<file path="src/rtl/intersect_monitor_if.sv">
// intersect_monitor_if: groups the enable, per-channel request/marker inputs
// and the status/pulse/statistics outputs of intersect_monitor.
// master: the side that drives stimulus and observes results.
// slave : the monitor itself.
interface intersect_monitor_if #(
  parameter int NUM_CH = 4,
  parameter int CNT_W  = 8
);
  logic                      en;
  logic [NUM_CH-1:0]         start;
  logic [NUM_CH-1:0]         qual;
  logic [NUM_CH-1:0]         a_done;
  logic [NUM_CH-1:0]         b_done;
  logic [NUM_CH-1:0]         busy;
  logic [NUM_CH-1:0]         pass;
  logic [NUM_CH-1:0]         fail;
  logic [2*NUM_CH-1:0]       fail_code;
  logic [CNT_W*NUM_CH-1:0]   len_out;
  logic [CNT_W-1:0]          pass_cnt;
  logic [CNT_W-1:0]          fail_cnt;

  modport master (
    output en, start, qual, a_done, b_done,
    input  busy, pass, fail, fail_code, len_out, pass_cnt, fail_cnt
  );

  modport slave (
    input  en, start, qual, a_done, b_done,
    output busy, pass, fail, fail_code, len_out, pass_cnt, fail_cnt
  );
endinterface

</file>
<file path="src/rtl/intersect_monitor.sv">
// intersect_monitor: NUM_CH independent monitors. Each attempt starts on a
// start request, must keep qual high, and passes on the first cycle where
// both sequence end markers coincide with a length inside [MIN_LEN, MAX_LEN].
// Drop of qual, a lone end marker, an early coincidence or reaching MAX_LEN
// without a match fails the attempt. Pass/fail are registered one-cycle pulses.
// Optional global pass/fail event counters: define INTERSECT_MONITOR_STATS_EN.
module intersect_monitor #(
  parameter int NUM_CH  = 4,
  parameter int CNT_W   = 8,
  parameter int MIN_LEN = 1,
  parameter int MAX_LEN = 16
) (
  input logic                clk,
  input logic                rst_n,
  intersect_monitor_if.slave bus
);

  localparam logic [CNT_W-1:0] ONE   = CNT_W'(1);
  localparam logic [CNT_W-1:0] MIN_L = CNT_W'(MIN_LEN);
  localparam logic [CNT_W-1:0] MAX_L = CNT_W'(MAX_LEN);

  localparam logic [1:0] CODE_NONE     = 2'b00;
  localparam logic [1:0] CODE_QUAL     = 2'b01;
  localparam logic [1:0] CODE_MISMATCH = 2'b10;
  localparam logic [1:0] CODE_TIMEOUT  = 2'b11;

  typedef enum logic {
    IDLE   = 1'b0,
    ACTIVE = 1'b1
  } state_e;

  state_e             state_q   [NUM_CH];
  state_e             state_d   [NUM_CH];
  logic [CNT_W-1:0]   len_q     [NUM_CH];
  logic [CNT_W-1:0]   len_d     [NUM_CH];
  logic [CNT_W-1:0]   cur_len   [NUM_CH];
  logic [1:0]         code_q    [NUM_CH];
  logic [1:0]         code_d    [NUM_CH];
  logic [CNT_W-1:0]   out_len_q [NUM_CH];
  logic [CNT_W-1:0]   out_len_d [NUM_CH];

  logic [NUM_CH-1:0]  pass_q, pass_d;
  logic [NUM_CH-1:0]  fail_q, fail_d;
  logic [NUM_CH-1:0]  sampled;
  logic [NUM_CH-1:0]  both_done;
  logic [NUM_CH-1:0]  one_done;
  logic [NUM_CH-1:0]  ended;
  logic [NUM_CH-1:0]  busy_c;

  // Per-channel attempt evaluation: decide pass/fail/continue for this cycle.
  always_comb begin
    for (int c = 0; c < NUM_CH; c++) begin
      state_d[c]   = state_q[c];
      len_d[c]     = len_q[c];
      code_d[c]    = code_q[c];
      out_len_d[c] = out_len_q[c];
      pass_d[c]    = 1'b0;
      fail_d[c]    = 1'b0;

      sampled[c]   = bus.en & ((state_q[c] == ACTIVE) | bus.start[c]);
      cur_len[c]   = (state_q[c] == ACTIVE) ? (len_q[c] + ONE) : ONE;
      both_done[c] = bus.a_done[c] & bus.b_done[c];
      one_done[c]  = bus.a_done[c] ^ bus.b_done[c];

      if (!bus.en) begin
        state_d[c] = IDLE;
      end else if (sampled[c]) begin
        if (!bus.qual[c]) begin
          fail_d[c] = 1'b1;
          code_d[c] = CODE_QUAL;
        end else if (both_done[c] && (cur_len[c] >= MIN_L) && (cur_len[c] <= MAX_L)) begin
          pass_d[c] = 1'b1;
          code_d[c] = CODE_NONE;
        end else if (one_done[c] || (both_done[c] && (cur_len[c] < MIN_L))) begin
          fail_d[c] = 1'b1;
          code_d[c] = CODE_MISMATCH;
        end else if (cur_len[c] == MAX_L) begin
          fail_d[c] = 1'b1;
          code_d[c] = CODE_TIMEOUT;
        end

        if (pass_d[c] || fail_d[c]) begin
          state_d[c]   = IDLE;
          out_len_d[c] = cur_len[c];
        end else begin
          state_d[c] = ACTIVE;
          len_d[c]   = cur_len[c];
        end
      end

      ended[c]  = pass_d[c] | fail_d[c];
      busy_c[c] = rst_n & ((state_q[c] == ACTIVE) | (sampled[c] & ~ended[c]));
    end
  end

  // Channel state, running length, result registers and pulse outputs.
  always_ff @(posedge clk or negedge rst_n) begin
    if (!rst_n) begin
      for (int c = 0; c < NUM_CH; c++) begin
        state_q[c]   <= IDLE;
        len_q[c]     <= '0;
        code_q[c]    <= CODE_NONE;
        out_len_q[c] <= '0;
      end
      pass_q <= '0;
      fail_q <= '0;
    end else begin
      for (int c = 0; c < NUM_CH; c++) begin
        state_q[c]   <= state_d[c];
        len_q[c]     <= len_d[c];
        code_q[c]    <= code_d[c];
        out_len_q[c] <= out_len_d[c];
      end
      pass_q <= pass_d;
      fail_q <= fail_d;
    end
  end

  assign bus.busy = busy_c;
  assign bus.pass = pass_q;
  assign bus.fail = fail_q;

  // Pack per-channel cause and length into the flat output buses.
  always_comb begin
    bus.fail_code = '0;
    bus.len_out   = '0;
    for (int c = 0; c < NUM_CH; c++) begin
      bus.fail_code[2*c +: 2]      = code_q[c];
      bus.len_out[CNT_W*c +: CNT_W] = out_len_q[c];
    end
  end

`ifdef INTERSECT_MONITOR_STATS_EN
  localparam int SUM_W = CNT_W + 5;
  localparam logic [SUM_W-1:0] CNT_MAX = SUM_W'({CNT_W{1'b1}});

  logic [CNT_W-1:0] pass_cnt_q, pass_cnt_d;
  logic [CNT_W-1:0] fail_cnt_q, fail_cnt_d;
  logic [4:0]       pass_pop, fail_pop;
  logic [SUM_W-1:0] pass_sum, fail_sum;

  // Add the pulses presented this cycle across all channels, saturating.
  always_comb begin
    pass_pop = '0;
    fail_pop = '0;
    for (int c = 0; c < NUM_CH; c++) begin
      pass_pop = pass_pop + {4'b0, pass_q[c]};
      fail_pop = fail_pop + {4'b0, fail_q[c]};
    end
    pass_sum   = SUM_W'(pass_cnt_q) + SUM_W'(pass_pop);
    fail_sum   = SUM_W'(fail_cnt_q) + SUM_W'(fail_pop);
    pass_cnt_d = (pass_sum > CNT_MAX) ? {CNT_W{1'b1}} : pass_sum[CNT_W-1:0];
    fail_cnt_d = (fail_sum > CNT_MAX) ? {CNT_W{1'b1}} : fail_sum[CNT_W-1:0];
  end

  // Global event counter registers.
  always_ff @(posedge clk or negedge rst_n) begin
    if (!rst_n) begin
      pass_cnt_q <= '0;
      fail_cnt_q <= '0;
    end else begin
      pass_cnt_q <= pass_cnt_d;
      fail_cnt_q <= fail_cnt_d;
    end
  end

  assign bus.pass_cnt = pass_cnt_q;
  assign bus.fail_cnt = fail_cnt_q;
`else
  assign bus.pass_cnt = '0;
  assign bus.fail_cnt = '0;
`endif

endmodule
</file>
<file path="src/flat_wrapper.sv">
// flat-port wrapper written by rule: the top's interface ports become plain ports
module intersect_monitor_flat 
#(
  parameter int NUM_CH  = 4,
  parameter int CNT_W   = 8,
  parameter int MIN_LEN = 1,
  parameter int MAX_LEN = 16
)
  (clk, rst_n, bus_en, bus_start, bus_qual, bus_a_done, bus_b_done, bus_busy, bus_pass, bus_fail, bus_fail_code, bus_len_out, bus_pass_cnt, bus_fail_cnt);
  intersect_monitor_if #(.NUM_CH(NUM_CH), .CNT_W(CNT_W)) bus_i ();
  input logic clk;
  input logic rst_n;
  input wire logic [$bits(bus_i.en)-1:0] bus_en;
  input wire logic [$bits(bus_i.start)-1:0] bus_start;
  input wire logic [$bits(bus_i.qual)-1:0] bus_qual;
  input wire logic [$bits(bus_i.a_done)-1:0] bus_a_done;
  input wire logic [$bits(bus_i.b_done)-1:0] bus_b_done;
  output wire logic [$bits(bus_i.busy)-1:0] bus_busy;
  output wire logic [$bits(bus_i.pass)-1:0] bus_pass;
  output wire logic [$bits(bus_i.fail)-1:0] bus_fail;
  output wire logic [$bits(bus_i.fail_code)-1:0] bus_fail_code;
  output wire logic [$bits(bus_i.len_out)-1:0] bus_len_out;
  output wire logic [$bits(bus_i.pass_cnt)-1:0] bus_pass_cnt;
  output wire logic [$bits(bus_i.fail_cnt)-1:0] bus_fail_cnt;
  assign bus_i.en = bus_en;
  assign bus_i.start = bus_start;
  assign bus_i.qual = bus_qual;
  assign bus_i.a_done = bus_a_done;
  assign bus_i.b_done = bus_b_done;
  assign bus_busy = bus_i.busy;
  assign bus_pass = bus_i.pass;
  assign bus_fail = bus_i.fail;
  assign bus_fail_code = bus_i.fail_code;
  assign bus_len_out = bus_i.len_out;
  assign bus_pass_cnt = bus_i.pass_cnt;
  assign bus_fail_cnt = bus_i.fail_cnt;
  intersect_monitor #(.NUM_CH(NUM_CH), .CNT_W(CNT_W), .MIN_LEN(MIN_LEN), .MAX_LEN(MAX_LEN)) u_core (.clk(clk), .rst_n(rst_n), .bus(bus_i));
endmodule
</file>
<file path="config.mk">
export PLATFORM = sky130hd
export DESIGN_NAME = intersect_monitor_flat
export DESIGN_NICKNAME = d
export VERILOG_FILES = /design/src/rtl/intersect_monitor_if.sv /design/src/rtl/intersect_monitor.sv /design/src/flat_wrapper.sv
export SDC_FILE = /design/constraint.sdc
export NUM_CORES = 1
export LEC_CHECK = 0
export CORE_ASPECT_RATIO = 1.4
export CORE_MARGIN = 5
export CORE_UTILIZATION = 53
export CTS_CLUSTER_SIZE = 30
export DETAILED_ROUTE_END_ITERATION = 8
export GPL_TIMING_DRIVEN = 0
export PLACE_DENSITY = 0.89
export SLEW_MARGIN = 5
export SYNTH_ARGS = -nofsm -noshare
export SYNTH_HDL_FRONTEND = slang
export SYNTH_SLANG_ARGS = --single-unit
</file>
<file path="constraint.sdc">
create_clock -name clk -period 3.44 [get_ports clk]
set_clock_uncertainty 0.2 [all_clocks]
set_input_delay 0.344 -clock clk [delete_from_list [all_inputs] [get_ports clk]]
set_output_delay 0.344 -clock clk [all_outputs]
set_load 0.03 [all_outputs]
</file>
==> impl_metrics.tcl <==
set metrics [dict create \
    clock_sinks 84 \
    seq_power_share 0.450 \
    num_antenna_cells 0 \
    end_kind "primary output" \
    rsz0062_at_grt "true" \
    path_clk_slew_ps 60 \
    hold_viol_final 0 \
    crit_end "bus_busy[3]" \
    fin_nets 597 \
    synth.most_common_cell "dfrtp_1" \
    io_pins 87 \
    p_per_area_nw_per_um2 397.0 \
    p_clk_frac 0.375 \
    worstRegToRegCells 9 \
    cts_max_level 3 \
    cts-root-buf "clkbuf_16" \
    track_usage 0.2102 \
    antenna_found_initial 0 \
    grt_start_max_net_pins 53 \
    crit_start "u_core.len_q[0]$_DFFE_PN0P_" \
    cts_buffers 9 \
    synth_edf_count 0 \
    max_slew.worst_pin.slew_ps 621.9 \
    yosysSeqAreaShare 0.4383 \
    die_w_um 90.40 \
    synth_top_flop_cell "dfrtp_1" \
    synth_seq_cells 84 \
    synth_commonest_cells "dfrtp_1 (84), mux2_2 (40), nand2_1 (37), nor2_1 (27), nand3_1 (24)" \
    slew_violations 0 \
    fp.dieH_um 122.6 \
    hp-class "flop to flop" \
    vias 3977 \
    drive_above_1_share 0.1794 \
    setup_viol 0 \
    place_inst 659 \
    r2r_slack_ps 510 \
    run_status "completed" \
    fmax_mhz 295.7 \
    ys.warnings.count 0 \
    wl_um 11400 \
    worstSetupPathType "flop to primary output" \
    ant_nets 0 \
    critPathMaxFanout 8 \
    post_drt_wl_per_cell_um 16.74 \
    synth_cell_type_count 68 \
    nFillCells 666 \
    clock_latency_ps 340 \
    finalCoreUtilization 0.6825 \
    cp-start-kind "flop" \
    grt_pass1_wl_um 19080 \
    switching_power_mw 0.6807 \
    port_buffers 70 \
    period_share 0.9830 \
    period_needed_ps 3382 \
    relSlewSlack 0.5810 \
    internal_power_mw 1.738 \
    ir_worst_vdd_mv 0.2914 \
    vias_per_cell 5.840 \
    globalplace.congestion 0.9304 \
    netlist_top_cells_area "dfrtp_1 (44%), mux2_2 (9.4%), nand2_1 (2.9%), mux2i_1 (2.5%), nand3_1 (2.5%)" \
    async_flop_share 1.000 \
    switching_share 0.2814 \
    overflow 0 \
    worst_ep_required_time_ps 2900 \
    post-route-drc-count 0 \
    r2r-end "u_core.bus.len_out[11]$_DFFE_PN0P_" \
    cap_violations 0 \
    critical_path_arrival_ps 2840 \
    firstDrtPassIters 5 \
    syn-cell-area_um2 4796 \
    grt_pass1_vias 4038 \
    final_cells 681 \
    syn_to_final_growth_pct 27.03 \
    syn_area_per_cell_um2 10.29 \
    hpwl_um 8152 \
    syn_inst 466 \
    synth_top_area_cell "dfrtp_1" \
    cellLeakagePower_nw 2.657 \
    netlist.area_leader.share 0.4383 \
    clk_path_buf_depth 2 \
    worstReg2RegStart "u_core.len_q[16]$_DFFE_PN0P_" \
    cts_tree "built" \
    rows 41 \
    first_iter_violations 191 \
    start_util 0.5373 \
    core-area_um2 8926 \
    p_comb_frac 0.175 \
    die_area_um2 11080 \
]
placed cells by master (no fill, tap or decap), types with 4 or more instances in the layout:
master           count
dfrtp_1             84
clkbuf_16            9
buf_4               23
a221oi_1             4
clkbuf_1             6
a21boi_0             4
a32o_1               5
buf_2                5
nand2b_1             8
nand2_1             37
o2bb2ai_1            4
conb_1              16
mux2_2              40
o21a_1              11
inv_1               20
mux2i_1             10
clkdlybuf4s50_1     65
xor2_1               9
nor2_1              27
nand3_1             24
nor3_1               6
nor2b_1              9
a21oi_1              8
a311oi_1             4
and2_1              11
o211ai_1             4
o21ai_0             18
xnor2_1              9
o31ai_1              4
and3_1              15
ha_1                 7
per-layer routing:
| layer | share of wire | global-route usage |
|---|---|---|
| met5 | 0 | 0 |
| met4 | 0.027 | 0.09032 |
| met3 | 0.053 | 0.04598 |
| met2 | 0.53 | 0.3846 |
| met1 | 0.39 | 0.2345 |
power groups by stage:
stage	combinational (mW)	clock (mW)	sequential [mW]
floorplan	0.211	0	1.14
global placement	0.392	0	1.10
detailed placement	0.411	0	1.10
CTS	0.415	0.920	1.09
global route	0.457	0.961	1.09
finish	0.423	0.908	1.09
how the worst min path moves through the flow:
| stage | from | endpoint | slack (ps) | depth (start not counted) |
|---|---|---|---|---|
| finish | u_core.bus.len_out[8]$_DFFE_PN0P_ | u_core.bus.len_out[8]$_DFFE_PN0P_ | 290 | 1 |
| global placement | u_core.bus.len_out[8]$_DFFE_PN0P_ | u_core.bus.len_out[8]$_DFFE_PN0P_ | 270 | 1 |
| floorplan | rst_n | u_core.bus.fail[0]$_DFF_PN0_ | -150 | 0 |
| detailed placement | rst_n | u_core.len_q[29]$_DFFE_PN0P_ | 140 | 1 |
| global route | u_core.bus.len_out[9]$_DFFE_PN0P_ | u_core.bus.len_out[9]$_DFFE_PN0P_ | 320 | 1 |
| CTS | u_core.bus.len_out[8]$_DFFE_PN0P_ | u_core.bus.len_out[8]$_DFFE_PN0P_ | 300 | 1 |
worst max-delay path, cell delays in order, from the launching register on:
cell,delay [ps]
dfrtp_1,440
ha_1,290
and3_4,230
a311o_1,400
a211oi_4,300
o22a_4,230
nor2_4,70
o21a_1,180
dlygate4sd2_1,350
area by class of cell:
type | count | area [um^2] | area share
inverter | 21 | 78.83 | 0.01294
buffer | 26 | 162.7 | 0.02670
tap | 107 | 133.9 | 0.02198
clock buffer | 11 | 252.7 | 0.04149
timing repair buffer | 78 | 772.0 | 0.1267
sequential | 84 | 2102 | 0.3450
multi-input combinational | 350 | 2565 | 0.4210
clock inverter | 4 | 25.02 | 0.004108
logic make-up (layout without fill, tap and decap cells):
| group | count (synthesis) | in the layout | share of synthesized area |
|---|---|---|---|
| XOR/XNOR | 18 | 18 | 0.03287 |
| AND/OR/NAND/NOR | 153 | 153 | 0.1659 |
| other | 1 | 16 | 0.0007819 |
| adder cells (fa/ha/maj) | 8 | 8 | 0.02087 |
| flip-flops | 84 | 84 | 0.4383 |
| buffers and inverters | 47 | 140 | 0.05035 |
| multiplexers | 55 | 55 | 0.1265 |
| AO/OA/AOI/OAI | 100 | 100 | 0.1644 |
timing repair:
action,CTS,global route
hold buffers,1,0
cloned,0,0
setup endpoints to repair,4,4
endpoints found under the hold margin,35,0
buffers inserted,2,4
pin swaps,3,2
gates resized for setup,12,9
per-stage QoR:
stage	cell area [um^2]	power (mW)	setup WS [ps]	setup TNS, ps	hold WS [ps]
finish	6092	2.419	58.39	0	294.0
detailed placement	5712	1.514	-147.6	-266.2	138.7
global placement	5687	1.492	-1695	-103800	271.3
floorplan	4852	1.356	333.7	0	-151.6
CTS	6042	2.421	6.763	0	298.2
global route	6092	2.512	-31.02	-31.02	321.0
registers in the layout, indices dropped and copies added, names as in the netlist:
name and cells:
u_core.bus.pass 4, u_core.len_q 32, u_core.bus.fail_code 8, u_core.state_q 4
u_core.bus.fail 4, u_core.bus.len_out 32
(Power assumes the default switching activity.)
